File: config.mk
export PLATFORM = sky130hd
export DESIGN_NAME = d25_txn_sched
export DESIGN_NICKNAME = d
export VERILOG_FILES = /design/src/rtl/d25_sched_pkg.sv /design/src/rtl/d25_rr_pick.sv /design/src/rtl/d25_txn_sched.sv
export SDC_FILE = /design/constraint.sdc
export NUM_CORES = 1
export LEC_CHECK = 0
export ABC_AREA = 1
export ABC_CLOCK_PERIOD_IN_PS = 3100
export BUFFER_PORTS_ARGS = -buffer_cell sky130_fd_sc_hd__clkbuf_2
export CORE_AREA = 3 3 71 73
export DETAILED_ROUTE_END_ITERATION = 8
export DIE_AREA = 0 0 74 76
export PLACE_DENSITY = 0.51
export RECOVER_POWER = 50
export REMOVE_ABC_BUFFERS = 1
export SLEW_MARGIN = 20
export SYNTH_ARGS = -nofsm -noshare
export SYNTH_HDL_FRONTEND = slang
export SYNTH_SLANG_ARGS = --single-unit
File: constraint.sdc
create_clock -name clk -period 3.1 [get_ports clk]
set_input_delay 0.465 -clock clk [delete_from_list [all_inputs] [get_ports clk]]
set_output_delay 0.465 -clock clk [all_outputs]
set_load 0.01 [all_outputs]
File: src/rtl/d25_sched_pkg.sv
// d25_sched_pkg: shared types for the d25 transaction scheduler.
// Holds the FSM state enum and the owner-index width helper.
package d25_sched_pkg;

  typedef enum logic [1:0] {
    IDLE    = 2'd0,
    REQ     = 2'd1,
    XFER    = 2'd2,
    BACKOFF = 2'd3
  } sched_st_e;

  // Owner index width; never narrower than one bit.
  function automatic int sched_id_w(input int n);
    return (n > 2) ? $clog2(n) : 1;
  endfunction

endpackage

File: src/rtl/d25_rr_pick.sv
// d25_rr_pick: combinational round-robin picker.
// Scans requests starting at ptr_i; first hit wins.
module d25_rr_pick #(
  parameter int N  = 4,
  parameter int IW = 2
) (
  input  logic [N-1:0]  req_i,
  input  logic [IW-1:0] ptr_i,
  output logic [N-1:0]  win_o,
  output logic [IW-1:0] idx_o,
  output logic          vld_o
);

  // Rotating scan from the pointer, wrapping at N.
  always_comb begin : pick
    logic [IW-1:0] j;
    j     = '0;
    win_o = '0;
    idx_o = '0;
    vld_o = 1'b0;
    for (int k = 0; k < N; k++) begin
      j = IW'((int'(ptr_i) + k) % N);
      if (!vld_o && req_i[j]) begin
        vld_o    = 1'b1;
        win_o[j] = 1'b1;
        idx_o    = j;
      end
    end
  end

endmodule

File: src/rtl/d25_txn_sched.sv
// d25_txn_sched: round-robin scheduler in front of one d25 target.
// Define D25_SCHED_RETRY_LIMIT_EN to abort a grant after MAX_RETRY.
module d25_txn_sched
  import d25_sched_pkg::*;
#(
  parameter  int N_CLI     = 4,
  parameter  int RETRY_GAP = 2,
  parameter  int MAX_RETRY = 3,
  localparam int ID_W      = sched_id_w(N_CLI)
) (
  input  logic             clk,
  input  logic             rst_n,
  input  logic [N_CLI-1:0] cli_req,
  output logic [N_CLI-1:0] cli_gnt,
  output logic [N_CLI-1:0] cli_done,
  output logic [N_CLI-1:0] cli_err,
  output logic             req,
  input  logic             ack,
  input  logic             retry,
  input  logic             busy,
  input  logic             endtx,
  output logic [ID_W-1:0]  owner_id
);

  localparam int GW = $clog2(RETRY_GAP + 1);

  if (N_CLI < 2 || RETRY_GAP < 1 || MAX_RETRY < 0) begin : g_bad_cfg
    $error("d25_txn_sched: bad parameters");
  end

  sched_st_e        st_q,   st_d;
  logic [N_CLI-1:0] gnt_q,  gnt_d;
  logic [N_CLI-1:0] done_q, done_d;
  logic             req_q,  req_d;
  logic [ID_W-1:0]  own_q,  own_d;
  logic [ID_W-1:0]  rr_q,   rr_d;
  logic [GW-1:0]    gap_q,  gap_d;
  logic [ID_W-1:0]  nxt_rr;

  logic [N_CLI-1:0] win_w;
  logic [ID_W-1:0]  idx_w;
  logic             vld_w;

`ifdef D25_SCHED_RETRY_LIMIT_EN
  localparam int RW = (MAX_RETRY > 0) ? $clog2(MAX_RETRY + 1) : 1;
  logic [RW-1:0]    rcnt_q, rcnt_d;
  logic [N_CLI-1:0] err_q,  err_d;
`endif

  d25_rr_pick #(
    .N  (N_CLI),
    .IW (ID_W)
  ) u_pick (
    .req_i (cli_req),
    .ptr_i (rr_q),
    .win_o (win_w),
    .idx_o (idx_w),
    .vld_o (vld_w)
  );

  assign nxt_rr = (own_q == ID_W'(N_CLI - 1)) ? '0 : own_q + 1'b1;

  // Next-state and output decode for the grant FSM.
  always_comb begin
    st_d   = st_q;
    gnt_d  = gnt_q;
    done_d = '0;
    req_d  = req_q;
    own_d  = own_q;
    rr_d   = rr_q;
    gap_d  = gap_q;
`ifdef D25_SCHED_RETRY_LIMIT_EN
    rcnt_d = rcnt_q;
    err_d  = '0;
`endif
    unique case (st_q)
      IDLE: begin
        if (vld_w && !busy) begin
          gnt_d = win_w;
          own_d = idx_w;
          req_d = 1'b1;
          st_d  = REQ;
        end
      end
      REQ: begin
        if (retry) begin
`ifdef D25_SCHED_RETRY_LIMIT_EN
          if (rcnt_q == RW'(MAX_RETRY)) begin
            err_d  = gnt_q;
            gnt_d  = '0;
            own_d  = '0;
            rr_d   = nxt_rr;
            rcnt_d = '0;
            req_d  = 1'b0;
            st_d   = IDLE;
          end else begin
            rcnt_d = rcnt_q + 1'b1;
            req_d  = 1'b0;
            gap_d  = GW'(RETRY_GAP - 1);
            st_d   = BACKOFF;
          end
`else
          req_d = 1'b0;
          gap_d = GW'(RETRY_GAP - 1);
          st_d  = BACKOFF;
`endif
        end else if (ack) begin
          req_d = 1'b0;
          st_d  = XFER;
        end
      end
      BACKOFF: begin
        if (gap_q != '0) begin
          gap_d = gap_q - 1'b1;
        end else if (!busy) begin
          req_d = 1'b1;
          st_d  = REQ;
        end
      end
      XFER: begin
        if (endtx) begin
          done_d = gnt_q;
          gnt_d  = '0;
          own_d  = '0;
          rr_d   = nxt_rr;
          st_d   = IDLE;
`ifdef D25_SCHED_RETRY_LIMIT_EN
          rcnt_d = '0;
`endif
        end
      end
      default: st_d = IDLE;
    endcase
  end

  // State and registered outputs.
  always_ff @(posedge clk or negedge rst_n) begin
    if (!rst_n) begin
      st_q   <= IDLE;
      gnt_q  <= '0;
      done_q <= '0;
      req_q  <= 1'b0;
      own_q  <= '0;
      rr_q   <= '0;
      gap_q  <= '0;
    end else begin
      st_q   <= st_d;
      gnt_q  <= gnt_d;
      done_q <= done_d;
      req_q  <= req_d;
      own_q  <= own_d;
      rr_q   <= rr_d;
      gap_q  <= gap_d;
    end
  end

`ifdef D25_SCHED_RETRY_LIMIT_EN
  // Per-grant retry count and abort pulse.
  always_ff @(posedge clk or negedge rst_n) begin
    if (!rst_n) begin
      rcnt_q <= '0;
      err_q  <= '0;
    end else begin
      rcnt_q <= rcnt_d;
      err_q  <= err_d;
    end
  end
  assign cli_err = err_q;
`else
  assign cli_err = '0;
`endif

  assign cli_gnt  = gnt_q;
  assign cli_done = done_q;
  assign req      = req_q;
  assign owner_id = own_q;

endmodule
==> impl_metrics.env, run 1 <==
export IMPL_overflow=0
export IMPL_crit_fanout=12
export IMPL_fp_row_count=24
export IMPL_synthMuxAreaShare_pct=0
export IMPL_wirelength_um=2780
export IMPL_worstSkewPairLatency_ns=0.25
export IMPL_ir_drop_v=0.000295
export IMPL_slew_headroom_pct=34.0
export IMPL_routed_via_density=4.60
export IMPL_seq_area_frac_synth_pct=32.2
export IMPL_worstSetupPathType="reg2reg"
export IMPL_min_period_ns=2.10
export IMPL_ff2ff_path_depth=10
export IMPL_highest_layer="met4"
export IMPL_worstReg2RegStart="rr_q[0]"
export IMPL_wl_per_cell_um=11.2
export IMPL_drt_iter0_drc=33
export IMPL_dr_wl_met2_um=1160
export IMPL_synthXorXnorAreaFrac_pct=0
export IMPL_holdBufCountCts=0
export IMPL_gr_usage_all_layers_pct=10.5
export IMPL_post_cts_resize_count=0
export IMPL_grt_setup_unrepaired="no"
export IMPL_fin_crit_sh_pct=67.9
export IMPL_synth_fa_ha_area_share_pct=8.52
export IMPL_drt_antenna_violating_nets=0
export IMPL_antenna_found_initial=0
export IMPL_finalHoldWorstSlack_ns=0.350
export IMPL_holdCritPathClass="in2async"
export IMPL_fmax_ghz=0.475
export IMPL_endpoint_kind="flip-flop"
export IMPL_cts_htree_levels=1
export IMPL_p_leak_nw=0.801
export IMPL_core_sq_mm=0.00441
export IMPL_dp_hpwl_um=2190
export IMPL_die_area_sq_mm=0.00562
export IMPL_drive_gt1_share_pct=23.0
export IMPL_cts_buffers_inserted=3
export IMPL_gp_congestion=0.825
export IMPL_stdcell_area_sq_mm=0.00149
export IMPL_synth_compound_area_share_pct=5.78
export IMPL_crit_required_ns=3.24
export IMPL_synth_cell_types=28
export IMPL_cap_violations=0
export IMPL_avgSynthCellArea_sq_um=7.51
export IMPL_die_h_um=76
export IMPL_finalHoldViolations=0
export IMPL_setup_viol_count_final=0
export IMPL_worst_pin_slew_ns=0.990
export IMPL_synth_cells=176
export IMPL_preCtsSetupSlack_ns=1.00
export IMPL_ys_ff_latch=17
export IMPL_die_width_um=74
export IMPL_cts_tree="yes"
export IMPL_p_per_area_mw_per_mm2=1060
export IMPL_start_util_pct=29.9
export IMPL_drc=0
export IMPL_post_cts_buffers=0
export IMPL_grt_pass1_wl_um=4820
export IMPL_synth_simple_area_share_pct=43.0
export IMPL_areaGrowthSynthToFinish_pct=12.4
export IMPL_arrival_ns=2.25
export IMPL_status="finished clean"
export IMPL_first_global_vias=1065
export IMPL_clockRootBuffer="clkbuf_8"
export IMPL_wl_met3_um=162
export IMPL_tns_ns=0
export IMPL_worst_slack_ns=0.995
export IMPL_clock_sink_count=17
export IMPL_cts_buffer_depth=2
export IMPL_synth_warnings=0
export IMPL_met1_length_um=1450
export IMPL_drv_slew=0
export IMPL_placed_cell_area_sq_mm=0.00144
export IMPL_r2r_slack_ns=1.0
export IMPL_nets=216
export IMPL_ioPinCount=25
export IMPL_r2r_end="cli_gnt[2]"
export IMPL_path_clk_slew_ns=0.07
export IMPL_antenna_cells=0
export IMPL_num_vias=1142
export IMPL_worst_clock_skew_ns=0.00413
export IMPL_worst_setup_path_start_kind="flip-flop"
export IMPL_synth_area_sq_mm=0.00132
export IMPL_port_buffer_count=20
export IMPL_synth_top_family_by_area="simple AND/OR/NAND/NOR gates"
export IMPL_dr_pass1_iters=4
export IMPL_grt_start_max_net_pins=18
[synthesized netlist by cell type]
cell type | n | area share [%]
ha_1 | 9 | 8.5
buf_6 | 2 | 1.7
nand2_4 | 4 | 3.4
inv_1 | 11 | 3.1
buf_4 | 4 | 2.3
o21bai_1 | 1 | 0.57
nor2_4 | 1 | 0.85
nand4_4 | 1 | 1.6
buf_2 | 1 | 0.38
nor3_1 | 1 | 0.38
or2_1 | 1 | 0.47
nand2_1 | 50 | 14
inv_6 | 1 | 0.66
nand3_2 | 3 | 2.3
nand4_1 | 7 | 3.3
inv_4 | 2 | 0.95
nor2_1 | 14 | 4.0
inv_2 | 4 | 1.1
nand2_2 | 6 | 2.8
a21oi_2 | 1 | 0.66
dfrtp_1 | 17 | 32
nand3b_1 | 1 | 0.57
o21ai_0 | 1 | 0.38
nand3_1 | 24 | 9.1
a21oi_1 | 2 | 0.76
a21boi_0 | 4 | 2.3
o31ai_1 | 2 | 1.1
conb_1 | 1 | 0.28
[logic make-up (layout without fill, tap and decap cells)]
kind of cell,after synthesis,after routing
and+or+nand+nor,113,113
buffers and inverters,25,42
DFF,17,17
AOI/OAI and AO/OA,11,11
adders and majority gates,9,9
other,1,4
[metrics by stage]
stage | power (W) | util, % | instances
2_1_floorplan | 0.00119 | - | 172
3_3_place_gp | 0.00143 | 32.6 | 244
3_5_place_dp | 0.00142 | 32.6 | 244
4_1_cts | 0.00159 | 33.7 | 248
5_1_grt | 0.00176 | 33.6 | 248
6_report | 0.00158 | 33.6 | 248
[how the worst max path moves through the flow]
stage / cells past startpoint / slack [ns] / start / end
3_5_place_dp: 10 / 1.00 / rr_q[0] / cli_gnt[2]
5_1_grt: 10 / 0.80 / rr_q[0] / cli_gnt[2]
3_3_place_gp: 10 / 0.99 / rr_q[0] / cli_gnt[3]
4_1_cts: 10 / 0.99 / rr_q[0] / cli_gnt[2]
2_1_floorplan: 10 / 1.27 / rr_q[0] / cli_gnt[1]
6_report: 10 / 1.0 / rr_q[0] / cli_gnt[2]
[power by group]
part	internal (W)	switching [W]
sequential	0.000300	0.0000894
clock	0.0000891	0.0000755
combinational	0.000350	0.000674
[final cells by class]
cell class                 count  area [sq um]
clock inverter                 1          5.00
multi-input combinational    137           772
fill                         486          2930
timing repair buffer          20          98.8
tap                           52          65.1
clock buffer                   3          41.3
sequential                    17           425
inverter                      18          77.6
[cells in the final DEF (no fill, tap or decap)]
master and count:
inv_1 12, inv_4 2, nand3b_1 1, nand3_2 3
clkbuf_1 1, or2_1 1, conb_1 4, a21oi_1 2
nor2_4 1, dfrtp_1 17, o31ai_1 2, nor2_1 14
nand3_1 24, a21boi_0 4, nand4_4 1, clkbuf_8 3
inv_6 1, nand2_4 4, ha_1 9, inv_2 3
nand2_1 50, o21ai_0 1, a21oi_2 1, nand4_1 7
clkbuf_2 19, nand2_2 6, clkinv_2 1, o21bai_1 1
nor3_1 1
[critical path: stages, from the launching register on]
cell	delay, ns
dfrtp_1	0.64
inv_6	0.10
ha_1	0.38
inv_1	0.11
nand3_1	0.08
nand2_1	0.16
nor2_1	0.11
a21boi_0	0.17
nand3_1	0.10
nand3_1	0.08
nand2_1	0.06
[state kept, by name, summed over array words and instances (netlist names)]
register and flops:
rr_q 2, gap_q 2, cli_gnt 4, owner_id 2, cli_done 4, req 1
st_q 2
[per-layer routing]
metal | track usage [%] | vias to the layer above
li1 | - | 604
met1 | 15.9 | 508
met2 | 15.2 | 28
met3 | 2.51 | 2
met4 | 1.63 | 0
met5 | 0 | -
No activity file was read; power rests on OpenSTA's default activity.
==> run 2: changes to the inputs <==
--- a/config.mk
+++ b/config.mk
@@ -6,12 +6,12 @@
 export NUM_CORES = 1
 export LEC_CHECK = 0
 export ABC_AREA = 1
-export ABC_CLOCK_PERIOD_IN_PS = 3100
+export ABC_CLOCK_PERIOD_IN_PS = 1900
 export BUFFER_PORTS_ARGS = -buffer_cell sky130_fd_sc_hd__clkbuf_2
 export CORE_AREA = 3 3 71 73
 export DETAILED_ROUTE_END_ITERATION = 8
 export DIE_AREA = 0 0 74 76
-export PLACE_DENSITY = 0.51
+export PLACE_DENSITY = 0.53
 export RECOVER_POWER = 50
 export REMOVE_ABC_BUFFERS = 1
 export SLEW_MARGIN = 20
==> constraint.sdc (replaced) <==
create_clock -name clk -period 1.9 [get_ports clk]
set_input_delay 0.285 -clock clk [delete_from_list [all_inputs] [get_ports clk]]
set_output_delay 0.285 -clock clk [all_outputs]
set_load 0.01 [all_outputs]
==> run 2 against run 1 <==
Compared with the run above: final area grew 2.5%; sequential power rose by 52%; register-to-register slack worse by 0.83 ns; combinational power up 77%; non-clock buffer count rose by 5; fmax is 22% higher; clock power up 62%; setup slack worse by 0.83 ns; global-route usage is 0.23 points higher; final cell count grew 2.0%; critical path depth did not move; core utilization is 0.85 points higher; critical path type unchanged; critical endpoint is now cli_gnt[1]; largest cell class unchanged.
==> impl_metrics.env, run 2 (synthesized netlist as in run 1, its figures left out) <==
export IMPL_p_leak_nw=0.811
export IMPL_final_common_cell="nand2_1"
export IMPL_gp_congestion=0.792
export IMPL_grt_setup_unrepaired="no"
export IMPL_path_clk_slew_ns=0.07
export IMPL_drive_gt1_share_pct=23.4
export IMPL_antenna_found_initial=0
export IMPL_worstSkewPairLatency_ns=0.25
export IMPL_port_buffer_count=20
export IMPL_overflow=0
export IMPL_wl_met3_um=139
export IMPL_arrival_ns=1.87
export IMPL_wl_per_cell_um=11.4
export IMPL_antenna_cells=0
export IMPL_r2r_slack_ns=0.17
export IMPL_drc=0
export IMPL_cap_violations=0
export IMPL_grt_pass1_wl_um=4930
export IMPL_dr_pass1_iters=4
export IMPL_cts_tree="yes"
export IMPL_clockRootBuffer="clkbuf_8"
export IMPL_dr_wl_met2_um=1290
export IMPL_die_width_um=74
export IMPL_worst_clock_skew_ns=0.00121
export IMPL_slew_headroom_pct=37.8
export IMPL_multi_input_area_sq_um=774
export IMPL_setup_viol_count_final=0
export IMPL_holdCritPathClass="in2reg"
export IMPL_clock_sink_count=17
export IMPL_crit_chain="inv_6 -> ha_1 -> inv_1 -> nand3_1 -> nand2_2 -> nor2_1 -> a21boi_0 -> nand3_1 -> nand3_1 -> nand2_1"
export IMPL_core_sq_mm=0.00441
export IMPL_highest_layer="met4"
export IMPL_regArea_sq_um=425
export IMPL_endpoint_kind="flip-flop"
export IMPL_fmax_ghz=0.578
export IMPL_die_area_sq_mm=0.00562
export IMPL_drv_slew=0
export IMPL_start_util_pct=29.9
export IMPL_finalHoldViolations=0
export IMPL_max_stage_delay_ns=0.41
export IMPL_gr_usage_all_layers_pct=10.7
export IMPL_routed_via_density=4.66
export IMPL_status="finished clean"
export IMPL_num_vias=1179
export IMPL_drt_iter0_drc=38
export IMPL_ioPinCount=25
export IMPL_fin_crit_sh_pct=91.1
export IMPL_wirelength_um=2890
export IMPL_cp_slowest_cell="dfrtp_1"
export IMPL_worst_path_buf_inv=2
export IMPL_layout_common_cells="49 x nand2_1, 24 x nand3_1, 17 x dfrtp_1"
export IMPL_cpMostUsedCell="nand3_1"
export IMPL_dp_hpwl_um=2220
export IMPL_met1_length_um=1440
export IMPL_p_per_area_mw_per_mm2=1750
export IMPL_worst_setup_path_start_kind="flip-flop"
export IMPL_worst_pin_slew_ns=0.932
export IMPL_cts_buffer_depth=2
export IMPL_post_cts_buffers=0
export IMPL_tns_ns=0
export IMPL_ir_drop_v=0.000569
export IMPL_worstSetupPathType="reg2reg"
export IMPL_cts_htree_levels=1
export IMPL_total_power_w=0.00267
export IMPL_grt_start_max_net_pins=18
export IMPL_cts_buffers_inserted=3
export IMPL_die_h_um=76
export IMPL_drt_antenna_violating_nets=0
export IMPL_crit_fanout=5
export IMPL_first_global_vias=1092
export IMPL_fillers=476
export IMPL_nets=221
export IMPL_areaGrowthSynthToFinish_pct=15.2
export IMPL_crit_required_ns=2.04
export IMPL_min_period_ns=1.73
export IMPL_cp_top_family="simple AND/OR/NAND/NOR gates"
export IMPL_fp_row_count=24
-- run 2: worst min-delay path: stages --
cell	delay, ns
clkbuf_2	0.12
nand2_1	0.06
nor2_1	0.04
-- run 2: path summary, 6_finish.rpt --
path                               start           to  cells past startpoint
worst max-delay path             rr_q[0]   cli_gnt[1]                     10
worst min-delay path               endtx  cli_done[0]                      3
worst max register to register   rr_q[0]   cli_gnt[1]                     10
worst min register to register  gap_q[1]     gap_q[1]                      2
max in group asynchronous          rst_n      st_q[1]                      2
min in group asynchronous          rst_n  cli_done[0]                      2
-- run 2: what timing repair did --
action | CTS | global route
endpoints found under the setup margin | 0 | 3
hold endpoints to repair | 17 | 0
hold buffers | 1 | 0
resized for setup | 0 | 1
-- run 2: cell type report --
type / count / area share, %
multi-input cells: 137 / 50.9
flip-flops and latches: 17 / 27.9
repair buffers: 25 / 8.79
inverters: 18 / 5.09
well taps: 52 / 4.27
clock buffers: 3 / 2.71
clock inverters: 1 / 0.329
-- run 2: stage by stage --
| stage | instance area [sq um] | hold slack [ns] | instances | util [%] | worst slack (ns) |
|---|---|---|---|---|---|
| finish | 1520 | 0.291 | 253 | 34.5 | 0.169 |
| global route | 1520 | 0.321 | 253 | 34.5 | 0.000321 |
| CTS | 1530 | 0.291 | 253 | 34.6 | 0.131 |
| detailed placement | 1470 | 0.245 | 248 | 33.3 | 0.139 |
| global placement | 1470 | 0.246 | 248 | 33.3 | 0.159 |
| floorplan | 1270 | -0.0106 | 172 | - | 0.0705 |
-- run 2: where the power goes --
group	leakage (nW)	internal [W]	switching [W]
logic	0.568	0.000625	0.00118
clock network	0.0255	0.000145	0.000123
registers	0.218	0.000490	0.000103
-- run 2: per-layer routing --
layer | up-vias | global-route usage (%)
met2 | 28 | 16.3
met5 | - | 0
met1 | 533 | 15.6
met4 | 0 | 1.99
met3 | 2 | 2.37
li1 | 616 | -
==> run 3: changes to the inputs <==
--- a/config.mk
+++ b/config.mk
@@ -8,10 +8,11 @@
 export ABC_AREA = 1
 export ABC_CLOCK_PERIOD_IN_PS = 1900
 export BUFFER_PORTS_ARGS = -buffer_cell sky130_fd_sc_hd__clkbuf_2
-export CORE_AREA = 3 3 71 73
+export CORE_AREA = 3 3 66 68
 export DETAILED_ROUTE_END_ITERATION = 8
-export DIE_AREA = 0 0 74 76
-export PLACE_DENSITY = 0.53
+export DIE_AREA = 0 0 69 71
+export MAX_ROUTING_LAYER = met4
+export PLACE_DENSITY = 0.59
 export RECOVER_POWER = 50
 export REMOVE_ABC_BUFFERS = 1
 export SLEW_MARGIN = 20
==> run 3 against run 2 <==
Compared with the run above: die area shrank 13%; clock skew is essentially flat; core utilization grew 4.3 points; global-route usage grew 0.85 points; critical path type unchanged; largest power group unchanged; setup slack gained 0.0073 ns; fmax grew 0.42%; sequential share of layout area grew 0.069 points; final cell count shrank 0.79%; final area shrank 0.25%; clock-buffer cell count is the same; critical path depth is the same.
==> impl_metrics.env, run 3 (synthesized netlist as in run 1, its figures left out) <==
export IMPL_status="finished clean"
export IMPL_arrival_ns=1.87
export IMPL_die_h_um=71
export IMPL_gr_usage_all_layers_pct=11.6
export IMPL_worstSetupPathType="reg2reg"
export IMPL_p_leak_nw=0.808
export IMPL_crit_chain="inv_6 -> ha_1 -> inv_1 -> nand3_1 -> nand2_2 -> nor2_1 -> a21boi_0 -> nand3_1 -> nand3_1 -> nand2_1"
export IMPL_worst_clock_skew_ns=0.00106
export IMPL_p_per_area_mw_per_mm2=1740
export IMPL_slew_headroom_pct=39.1
export IMPL_tns_ns=0
export IMPL_crit_required_ns=2.05
export IMPL_cts_buffer_depth=2
export IMPL_finalHoldViolations=0
export IMPL_nets=221
export IMPL_final_common_cell="nand2_1"
export IMPL_start_util_pct=33.8
export IMPL_fillers=442
export IMPL_crit_fanout=5
export IMPL_dp_hpwl_um=2050
export IMPL_ioPinCount=25
export IMPL_layout_common_cells="49 x nand2_1, 24 x nand3_1, 17 x dfrtp_1"
export IMPL_worst_setup_path_start_kind="flip-flop"
export IMPL_drive_gt1_share_pct=22.9
export IMPL_clock_sink_count=17
export IMPL_die_width_um=69
export IMPL_routed_via_density=4.61
export IMPL_fin_crit_sh_pct=90.7
export IMPL_cp_slowest_cell="dfrtp_1"
export IMPL_max_stage_delay_ns=0.42
export IMPL_path_clk_slew_ns=0.07
export IMPL_cp_top_family="simple AND/OR/NAND/NOR gates"
export IMPL_worst_path_buf_inv=2
export IMPL_worstReg2RegStart="rr_q[0]"
export IMPL_first_global_vias=1082
export IMPL_worst_path_stages=10
export IMPL_grt_pass1_wl_um=4630
export IMPL_setup_viol_count_final=0
export IMPL_cts_tree="yes"
export IMPL_clockRootBuffer="clkbuf_8"
export IMPL_drt_antenna_violating_nets=0
export IMPL_cp_startpoint="rr_q[0]"
export IMPL_cpMostUsedCell="nand3_1"
export IMPL_overflow=0
export IMPL_min_period_ns=1.72
export IMPL_total_power_w=0.00265
export IMPL_areaGrowthSynthToFinish_pct=15.0
export IMPL_drt_iter0_drc=50
export IMPL_antenna_found_initial=0
export IMPL_num_vias=1156
export IMPL_grt_setup_unrepaired="no"
export IMPL_worst_pin_slew_ns=0.913
export IMPL_endpoint_kind="flip-flop"
export IMPL_holdCritPathClass="in2reg"
export IMPL_grt_start_max_net_pins=18
export IMPL_wirelength_um=2670
export IMPL_antenna_cells=0
export IMPL_die_area_sq_mm=0.00490
export IMPL_cts_htree_levels=1
export IMPL_gp_congestion=0.807
export IMPL_core_sq_mm=0.00391
export IMPL_cts_buffers_inserted=3
export IMPL_wl_per_cell_um=10.7
export IMPL_regArea_sq_um=425
export IMPL_fmax_ghz=0.580
export IMPL_drc=0
export IMPL_worstHoldPathCells=3
export IMPL_ir_drop_v=0.000672
export IMPL_multi_input_area_sq_um=774
export IMPL_worstSkewPairLatency_ns=0.25
export IMPL_port_buffer_count=20
export IMPL_ff2ff_path_depth=10
export IMPL_cap_violations=0
export IMPL_post_cts_buffers=0
export IMPL_dr_pass1_iters=4
export IMPL_fp_row_count=23
export IMPL_drv_slew=0
export IMPL_finalHoldWorstSlack_ns=0.287
export IMPL_min_from="endtx"
run 3: cell counts in the layout (fill, tap and decap cells not counted):
Identical to the previous run, type by type.
run 3: layout make-up:
type / instances / share of cell area (%)
Multi-Input combinational cell: 137 / 51.0
Sequential cell: 17 / 28.0
Timing Repair Buffer: 25 / 8.73
Inverter: 18 / 5.11
Tap cell: 50 / 4.12
Clock buffer: 3 / 2.72
Clock inverter: 1 / 0.329
run 3: timing repair:
item / in CTS / in global routing
hold buffers: 1 / 0
gates resized for setup: 0 / 2
endpoints found under the setup margin: 0 / 2
endpoints found under the hold margin: 17 / 0
run 3: routing by layer:
metal / share of wire (%) / up-vias / track usage [%]
met1: 49 / 517 / 14.3
met5: 0 / - / -
met4: 1.2 / 0 / 4.56
li1: - / 612 / -
met2: 46 / 23 / 19.3
met3: 3.7 / 4 / 1.56
run 3: per-stage QoR:
stage	utilization, %	setup slack (ns)	cell area (sq um)	instances
floorplan	-	0.0705	1270	172
global placement	37.5	0.182	1470	246
detailed placement	37.5	0.147	1470	246
CTS	38.9	0.135	1520	251
global route	38.8	0.00227	1520	251
finish	38.8	0.177	1520	251
run 3: worst register-to-register path, cell delays in order, from the launching register on:
cell and delay (ns):
dfrtp_1 0.42, inv_6 0.04, ha_1 0.35, inv_1 0.11, nand3_1 0.09, nand2_2 0.11
nor2_1 0.09, a21boi_0 0.16, nand3_1 0.12, nand3_1 0.09, nand2_1 0.05
run 3: final timing paths:
check	to	slack [ns]
setup / recovery	cli_gnt[2]	0.18
hold / removal	cli_done[1]	0.29
setup reg to reg	cli_gnt[2]	0.18
hold reg to reg	req	0.47
max in group asynchronous	cli_done[3]	0.67
min in group asynchronous	gap_q[0]	0.67
run 3: where the power goes:
part	internal [W]	total, W	switching, W
Clock	0.000146	0.000272	0.000126
Combinational	0.000624	0.00178	0.00116
Sequential	0.000490	0.000594	0.000104
